[src/rtl/neuron_pkg.sv]
// Shared types and helpers for the LIF neuron block.
// State encoding, reset-mode constants, saturating add.
package neuron_pkg;

  typedef enum logic [1:0] {
    IDLE  = 2'd0,
    ACCUM = 2'd1,
    FIRE  = 2'd2
  } state_e;

  localparam int RESET_TO_VALUE = 0;
  localparam int RESET_SUBTRACT = 1;

  // Signed add clamped to a w-bit range; operands are
  // sign-extended 32-bit values, sum formed at 33 bits.
  function automatic logic signed [31:0] sat_add(
    input logic signed [31:0] a,
    input logic signed [31:0] b,
    input int                 w
  );
    logic signed [32:0] s;
    logic signed [32:0] hi;
    logic signed [32:0] lo;
    s  = {a[31], a} + {b[31], b};
    hi = (33'sd1 <<< (w - 1)) - 33'sd1;
    lo = -hi - 33'sd1;
    if (s > hi) begin
      s = hi;
    end else if (s < lo) begin
      s = lo;
    end
    return s[31:0];
  endfunction

endpackage

[src/rtl/neuron_block_seq_if.sv]
// Axon-beat / result bundle of the LIF neuron.
// Master drives beats and config, slave returns results.
interface neuron_block_seq_if #(
  parameter int DATA_W      = 8,
  parameter int NUM_WEIGHTS = 4,
  parameter int WSEL_W      = 2
);

  logic                          enable_i;
  logic                          start_i;
  logic                          valid_i;
  logic                          last_i;
  logic                          axon_spike_i;
  logic [WSEL_W-1:0]             weight_select_i;
  logic [NUM_WEIGHTS*DATA_W-1:0] weights_i;
  logic signed [DATA_W-1:0]      voltage_potential_i;
  logic signed [DATA_W-1:0]      pos_threshold_i;
  logic signed [DATA_W-1:0]      neg_threshold_i;
  logic signed [DATA_W-1:0]      leak_value_i;
  logic signed [DATA_W-1:0]      pos_reset_i;
  logic signed [DATA_W-1:0]      neg_reset_i;
  logic                          ready_o;
  logic                          done_o;
  logic                          spike_o;
  logic signed [DATA_W-1:0]      new_potential_o;

  modport master (
    output enable_i, start_i, valid_i, last_i,
    output axon_spike_i, weight_select_i, weights_i,
    output voltage_potential_i, pos_threshold_i,
    output neg_threshold_i, leak_value_i,
    output pos_reset_i, neg_reset_i,
    input  ready_o, done_o, spike_o, new_potential_o
  );

  modport slave (
    input  enable_i, start_i, valid_i, last_i,
    input  axon_spike_i, weight_select_i, weights_i,
    input  voltage_potential_i, pos_threshold_i,
    input  neg_threshold_i, leak_value_i,
    input  pos_reset_i, neg_reset_i,
    output ready_o, done_o, spike_o, new_potential_o
  );

endinterface

[src/rtl/neuron_sat_adder.sv]
// Parametrised signed saturating adder.
// Result clamped to the W-bit signed range.
module neuron_sat_adder
  import neuron_pkg::*;
#(
  parameter int W = 8
) (
  input  logic signed [W-1:0] a,
  input  logic signed [W-1:0] b,
  output logic signed [W-1:0] sum
);

  logic signed [31:0] full;
  logic               unused_hi;

  assign full      = sat_add(32'(a), 32'(b), W);
  assign sum       = full[W-1:0];
  assign unused_hi = ^full[31:W];

endmodule

[src/rtl/neuron_block_seq.sv]
// Sequential leaky integrate-and-fire neuron.
// Accumulates weighted axon beats, fires on last beat.
module neuron_block_seq
  import neuron_pkg::*;
#(
  parameter int DATA_W      = 8,
  parameter int NUM_WEIGHTS = 4,
  parameter int WSEL_W      = 2,
  parameter int RESET_MODE  = 0
) (
  input logic               clk_i,
  input logic               rst_ni,
  neuron_block_seq_if.slave bus
);

  state_e state_q, state_d;

  logic signed [DATA_W-1:0] acc_q;
  logic signed [DATA_W-1:0] base;
  logic signed [DATA_W-1:0] w;
  logic signed [DATA_W-1:0] sum_w;
  logic signed [DATA_W-1:0] v;
  logic signed [DATA_W-1:0] v_sub;
  logic signed [DATA_W-1:0] res_v;
  logic signed [DATA_W-1:0] pot_q;
  logic signed [31:0]       sub_full;
  logic                     unused_sub;
  logic en_q, en_eff, load, accept, fire;
  logic res_spk, spike_q;

  // start loads the stored potential; ignored in FIRE
  assign load   = bus.start_i & (state_q != FIRE);
  assign accept = bus.valid_i & (state_q != FIRE)
                & (load | (state_q == ACCUM));
  assign fire   = accept & bus.last_i;
  assign base   = load ? bus.voltage_potential_i : acc_q;
  assign en_eff = load ? bus.enable_i : en_q;

  // select this beat's weight, zero if no spike or bad index
  always_comb begin
    w = '0;
    for (int k = 0; k < NUM_WEIGHTS; k++) begin
      if (bus.axon_spike_i & en_eff
          & (int'(bus.weight_select_i) == k)) begin
        w = bus.weights_i[k*DATA_W +: DATA_W];
      end
    end
  end

  neuron_sat_adder #(.W(DATA_W)) u_wadd (
    .a   (base),
    .b   (w),
    .sum (sum_w)
  );

  neuron_sat_adder #(.W(DATA_W)) u_leak (
    .a   (sum_w),
    .b   (bus.leak_value_i),
    .sum (v)
  );

  assign sub_full = sat_add(32'(v),
                            -32'(bus.pos_threshold_i),
                            DATA_W);
  assign v_sub      = sub_full[DATA_W-1:0];
  assign unused_sub = ^sub_full[31:DATA_W];

  // threshold / reset rule, disabled neuron forces zero
  always_comb begin
    res_spk = 1'b0;
    res_v   = v;
    if (!en_eff) begin
      res_v = '0;
    end else if (v >= bus.pos_threshold_i) begin
      res_spk = 1'b1;
      res_v   = (RESET_MODE == RESET_SUBTRACT)
              ? v_sub : bus.pos_reset_i;
    end else if (v < bus.neg_threshold_i) begin
      res_v = bus.neg_reset_i;
    end
  end

  // state register
  always_ff @(posedge clk_i or negedge rst_ni) begin
    if (!rst_ni) state_q <= IDLE;
    else         state_q <= state_d;
  end

  // next state: FIRE lasts one cycle
  always_comb begin
    state_d = state_q;
    priority case (1'b1)
      (state_q == FIRE): state_d = IDLE;
      fire:              state_d = FIRE;
      load:              state_d = ACCUM;
      default:           state_d = state_q;
    endcase
  end

  // handshake outputs decoded from state
  always_comb begin
    bus.ready_o = (state_q != FIRE);
    bus.done_o  = (state_q == FIRE);
  end

  // accumulator and sampled enable
  always_ff @(posedge clk_i or negedge rst_ni) begin
    if (!rst_ni) begin
      acc_q <= '0;
      en_q  <= 1'b0;
    end else begin
      if (load)            en_q  <= bus.enable_i;
      if (accept)          acc_q <= sum_w;
      else if (load)       acc_q <= base;
    end
  end

  // result registers, held until the next fire
  always_ff @(posedge clk_i or negedge rst_ni) begin
    if (!rst_ni) begin
      spike_q <= 1'b0;
      pot_q   <= '0;
    end else if (fire) begin
      spike_q <= res_spk;
      pot_q   <= res_v;
    end
  end

  assign bus.spike_o         = spike_q;
  assign bus.new_potential_o = pot_q;

endmodule

[src/flat_wrapper.sv]
// flat-port wrapper written by rule: the top's interface ports become plain ports
module neuron_block_seq_flat import neuron_pkg::*;
#(
  parameter int DATA_W      = 8,
  parameter int NUM_WEIGHTS = 4,
  parameter int WSEL_W      = 2,
  parameter int RESET_MODE  = 0
)
  (clk_i, rst_ni, bus_enable_i, bus_start_i, bus_valid_i, bus_last_i, bus_axon_spike_i, bus_weight_select_i, bus_weights_i, bus_voltage_potential_i, bus_pos_threshold_i, bus_neg_threshold_i, bus_leak_value_i, bus_pos_reset_i, bus_neg_reset_i, bus_ready_o, bus_done_o, bus_spike_o, bus_new_potential_o);
  neuron_block_seq_if #(.DATA_W(DATA_W), .NUM_WEIGHTS(NUM_WEIGHTS), .WSEL_W(WSEL_W)) bus_i ();
  input logic clk_i;
  input logic rst_ni;
  input wire logic [$bits(bus_i.enable_i)-1:0] bus_enable_i;
  input wire logic [$bits(bus_i.start_i)-1:0] bus_start_i;
  input wire logic [$bits(bus_i.valid_i)-1:0] bus_valid_i;
  input wire logic [$bits(bus_i.last_i)-1:0] bus_last_i;
  input wire logic [$bits(bus_i.axon_spike_i)-1:0] bus_axon_spike_i;
  input wire logic [$bits(bus_i.weight_select_i)-1:0] bus_weight_select_i;
  input wire logic [$bits(bus_i.weights_i)-1:0] bus_weights_i;
  input wire logic [$bits(bus_i.voltage_potential_i)-1:0] bus_voltage_potential_i;
  input wire logic [$bits(bus_i.pos_threshold_i)-1:0] bus_pos_threshold_i;
  input wire logic [$bits(bus_i.neg_threshold_i)-1:0] bus_neg_threshold_i;
  input wire logic [$bits(bus_i.leak_value_i)-1:0] bus_leak_value_i;
  input wire logic [$bits(bus_i.pos_reset_i)-1:0] bus_pos_reset_i;
  input wire logic [$bits(bus_i.neg_reset_i)-1:0] bus_neg_reset_i;
  output wire logic [$bits(bus_i.ready_o)-1:0] bus_ready_o;
  output wire logic [$bits(bus_i.done_o)-1:0] bus_done_o;
  output wire logic [$bits(bus_i.spike_o)-1:0] bus_spike_o;
  output wire logic [$bits(bus_i.new_potential_o)-1:0] bus_new_potential_o;
  assign bus_i.enable_i = bus_enable_i;
  assign bus_i.start_i = bus_start_i;
  assign bus_i.valid_i = bus_valid_i;
  assign bus_i.last_i = bus_last_i;
  assign bus_i.axon_spike_i = bus_axon_spike_i;
  assign bus_i.weight_select_i = bus_weight_select_i;
  assign bus_i.weights_i = bus_weights_i;
  assign bus_i.voltage_potential_i = bus_voltage_potential_i;
  assign bus_i.pos_threshold_i = bus_pos_threshold_i;
  assign bus_i.neg_threshold_i = bus_neg_threshold_i;
  assign bus_i.leak_value_i = bus_leak_value_i;
  assign bus_i.pos_reset_i = bus_pos_reset_i;
  assign bus_i.neg_reset_i = bus_neg_reset_i;
  assign bus_ready_o = bus_i.ready_o;
  assign bus_done_o = bus_i.done_o;
  assign bus_spike_o = bus_i.spike_o;
  assign bus_new_potential_o = bus_i.new_potential_o;
  neuron_block_seq #(.DATA_W(DATA_W), .NUM_WEIGHTS(NUM_WEIGHTS), .WSEL_W(WSEL_W), .RESET_MODE(RESET_MODE)) u_core (.clk_i(clk_i), .rst_ni(rst_ni), .bus(bus_i));
endmodule
[config.mk]
export PLATFORM = sky130hd
export DESIGN_NAME = neuron_block_seq_flat
export DESIGN_NICKNAME = d
export VERILOG_FILES = /design/src/rtl/neuron_pkg.sv /design/src/rtl/neuron_block_seq_if.sv /design/src/rtl/neuron_sat_adder.sv /design/src/rtl/neuron_block_seq.sv /design/src/flat_wrapper.sv
export SDC_FILE = /design/constraint.sdc
export NUM_CORES = 1
export LEC_CHECK = 0
export ABC_CLOCK_PERIOD_IN_PS = 5900
export CAP_MARGIN = 20
export CORE_MARGIN = 2
export CORE_UTILIZATION = 41
export CTS_BUF_LIST = sky130_fd_sc_hd__clkbuf_4 sky130_fd_sc_hd__clkbuf_8
export CTS_CLUSTER_SIZE = 30
export DETAILED_ROUTE_END_ITERATION = 12
export PLACE_DENSITY = 0.79
export SLEW_MARGIN = 20
export SYNTH_ARGS = -nofsm -noshare
export SYNTH_HDL_FRONTEND = slang
export SYNTH_HIERARCHICAL = 1
export SYNTH_SLANG_ARGS = --single-unit
[constraint.sdc]
create_clock -name clk_i -period 5.9 [get_ports clk_i]
set_input_delay 0.59 -clock clk_i [delete_from_list [all_inputs] [get_ports clk_i]]
set_output_delay 0.59 -clock clk_i [all_outputs]
set_load 0.05 [all_outputs]
==> flow_metrics.tcl <==
set metrics [dict create \
    clkTransAtPathRegs_ps 80 \
    utilization_pct 81.30 \
    synth.net_count 380 \
    cts.path.max_buffers 2 \
    antenna_found_initial 0 \
    min_path_type "flop to flop" \
    io_pins 100 \
    startpoint_type "flop" \
    synth_compound_area_share_pct 17.56 \
    hold_depth 2 \
    r2r-start "u_core/state_q[0]" \
    synthDominantCellAreaShare_pct 19.84 \
    diodes 0 \
    synth_area_leaders "dfrtp_1 20%, ha_1 15%, mux2_2 7.1%" \
    drt-total-wl_mm 8.843 \
    ant_nets 0 \
    port_buffers 99 \
    report.final.slew_viol_count 0 \
    synth_edf_count 0 \
    initial_utilization_pct 42.60 \
    synthMostInstantiatedCell "inv_1" \
    clock_sinks 20 \
    synth_top_area_cell "dfrtp_1" \
    synth-simple-area-share_pct 11.06 \
    clk_latency_ps 260 \
    leakage_nw 2.109 \
    crit_arrival_ps 6140 \
    syn_area_mm2 0.002522 \
    seq_area_frac_synth_pct 19.84 \
    hold_end "u_core/bus.new_potential_o[7]" \
    async_reset_ff_share_pct 100.0 \
    relSlewSlack_pct 34.66 \
    grt_pass1_vias 2945 \
    min_from "u_core/bus.new_potential_o[7]" \
    power_w 0.003033 \
    critical_path_class "flop to flop" \
    endpoint_kind "flop" \
    reg2reg_to "u_core/bus.new_potential_o[0]" \
    synthMuxAreaShare_pct 19.05 \
    grt_use_total_pct 25.49 \
    drtIter0Drc 64 \
    cpPeakStageDelay_ps 480 \
    grt_setup_unrepaired "yes" \
    tightestPinTransition_ps 977.1 \
    drive_gt1_share_pct 46.03 \
    hpwl_mm 6.324 \
    failed_checks "setup timing" \
    die_area_mm2 0.006796 \
    die_x_um 82.44 \
    slowest_stage "or3b_4" \
    dr.pass1.iters 4 \
    n_fill_cell 365 \
    drc 0 \
    synthDistinctLibCells 41 \
    place_congestion 0.8409 \
    vias 2734 \
    synth_warnings 6 \
    ir_worst_vdd_v 0.0008178 \
    syn_inst 258 \
    period_share_pct 101.0 \
    ys_seq_elements 20 \
    p_per_area_mw_per_mm2 630.2 \
    synth_common_cells "32 x inv_1, 31 x ha_1, 20 x dfrtp_1, 20 x nand2_1, 16 x mux2_2" \
    synth_flop_cell "dfrtp_1" \
    setup-violations-final 8 \
    max_cap_viol_count 0 \
    clock.fmax_mhz 167.9 \
    wl_per_cell_um 17.58 \
    areaGrowthSynthToFinish_pct 90.82 \
    reg2reg_slack_ps -60 \
    cts_tree "yes" \
    cp.required_ps 6080 \
    synth_fa_ha_area_share_pct 23.21 \
    path_max_fanout 8 \
    numCtsBuffers 3 \
    core-area_mm2 0.005921 \
    grt_max_degree 21 \
    final_hold_viol_count 0 \
    fin_skew_ps 3.787 \
    dpl_worst_slack_ps -699.2 \
    synth.avg_cell_area_um2 9.777 \
    overflow 0 \
    fp-row-count 28 \
    synth_xor_area_share_pct 3.472 \
    chipHeight_um 82.44 \
    htreeDepth 1 \
    grt_first_pass_wirelength_mm 13.15 \
    cts_root_buf "clkbuf_8" \
    rr_worst_depth 25 \
    fin_crit_ps 5957 \
    viasPerCell 5.435 \
    fin_ws_ps -57.05 \
    synth_top_family_by_area "adder cells" \
    final_nets 551 \
    run_status "finished with violations" \
    setup_tns_ps -317.1 \
]
[layout make-up]
class	instances	area, um2	share of cell area (%)
clock inverter	1	30.03	0.6239
clock buffer	3	41.29	0.8578
sequential	20	500.5	10.40
multi-input combinational	200	2439	50.66
timing repair buffer	172	1585	32.93
inverter	32	123.9	2.573
tap	75	93.84	1.950
[cells in the final DEF, fill, tap and decap left out, types with 3 or more instances in the layout]
master / instances
a21oi_1: 7
buf_12: 3
buf_4: 60
inv_1: 31
ha_1: 13
o21bai_1: 3
a21o_1: 3
buf_6: 11
xnor2_1: 8
mux2_2: 15
nand3_2: 3
maj3_2: 14
nor2_1: 8
nand2b_1: 3
dlygate4sd2_1: 24
clkbuf_8: 3
ha_4: 18
o21ai_0: 3
mux4_2: 8
nand2_1: 15
a21oi_2: 6
nand2_2: 3
and3_4: 8
mux2i_4: 7
dfrtp_1: 20
o221ai_2: 8
clkdlybuf4s50_1: 70
mux2i_1: 4
o21ai_4: 4
nor3_2: 3
[how the worst max path moves through the flow]
stage	start	end	slack (ps)	cells after the start
2_1_floorplan	u_core/state_q[0]	u_core/bus.new_potential_o[0]	20	24
3_3_place_gp	bus_weight_select_i[0]	u_core/bus.new_potential_o[1]	-610	23
3_5_place_dp	bus_weight_select_i[0]	u_core/bus.new_potential_o[3]	-700	22
4_1_cts	bus_weight_select_i[0]	u_core/bus.new_potential_o[3]	-30	23
5_1_grt	u_core/state_q[0]	u_core/bus.new_potential_o[0]	-200	25
6_report	u_core/state_q[0]	u_core/bus.new_potential_o[0]	-60	25
[sequential cells by signal, summed over array words and instances (netlist names)]
name,cells
u_core/acc_q,8
u_core/bus.new_potential_o,8
u_core/state_q,2
u_core/bus.spike_o,1
u_core/en_q,1
[critical path, delay by kind of cell, from the launching register on]
family,cells,cell delay [ps]
flops,1,420
simple gates,8,1360
compound gates,7,1960
buf+inv,5,610
fa+ha+maj,5,1500
[routing by layer]
metal  vias to the layer above  part of all wire [%]  global-route usage (%)
met5                         -                     0                       0
met4                         0                   4.8                   6.667
met3                        31                   5.7                   2.609
met2                       118                    53                   54.11
met1                      1299                    37                   25.42
li1                       1286                     -                       -
[power breakdown]
group,leakage (nW),switching [W],internal (W),total [W]
Clock,0.0357,0.0000492,0.0000906,0.000140
Combinational,1.83,0.00127,0.00140,0.00267
Sequential,0.247,0.0000272,0.000194,0.000221
[kinds of logic after synthesis]
group                    count (synthesis)
AND/OR/NAND/NOR                         56
flip-flops                              20
XOR/XNOR                                10
AO/OA/AOI/OAI                           51
multiplexers                            36
adder cells (fa/ha/maj)                 47
buffers and inverters                   38
[per-stage QoR]
step	cell area, um2	cells	hold slack, ps
after CTS	4574	497	509.7
after global placement	4202	475	461.1
after global routing	4813	503	520.8
after detailed placement	4202	475	490.5
final	4813	503	505.5
after floorplan	2765	258	294.4
[timing repair]
action,in CTS,in global routing
hold buffers,0,0
setup endpoints to repair,9,9
endpoints found under the hold margin,0,0
gates resized for setup,74,38
setup buffers,18,7
pin swaps,49,30
gates cloned,0,0
Note: power is estimated with default switching activity, not from simulation.
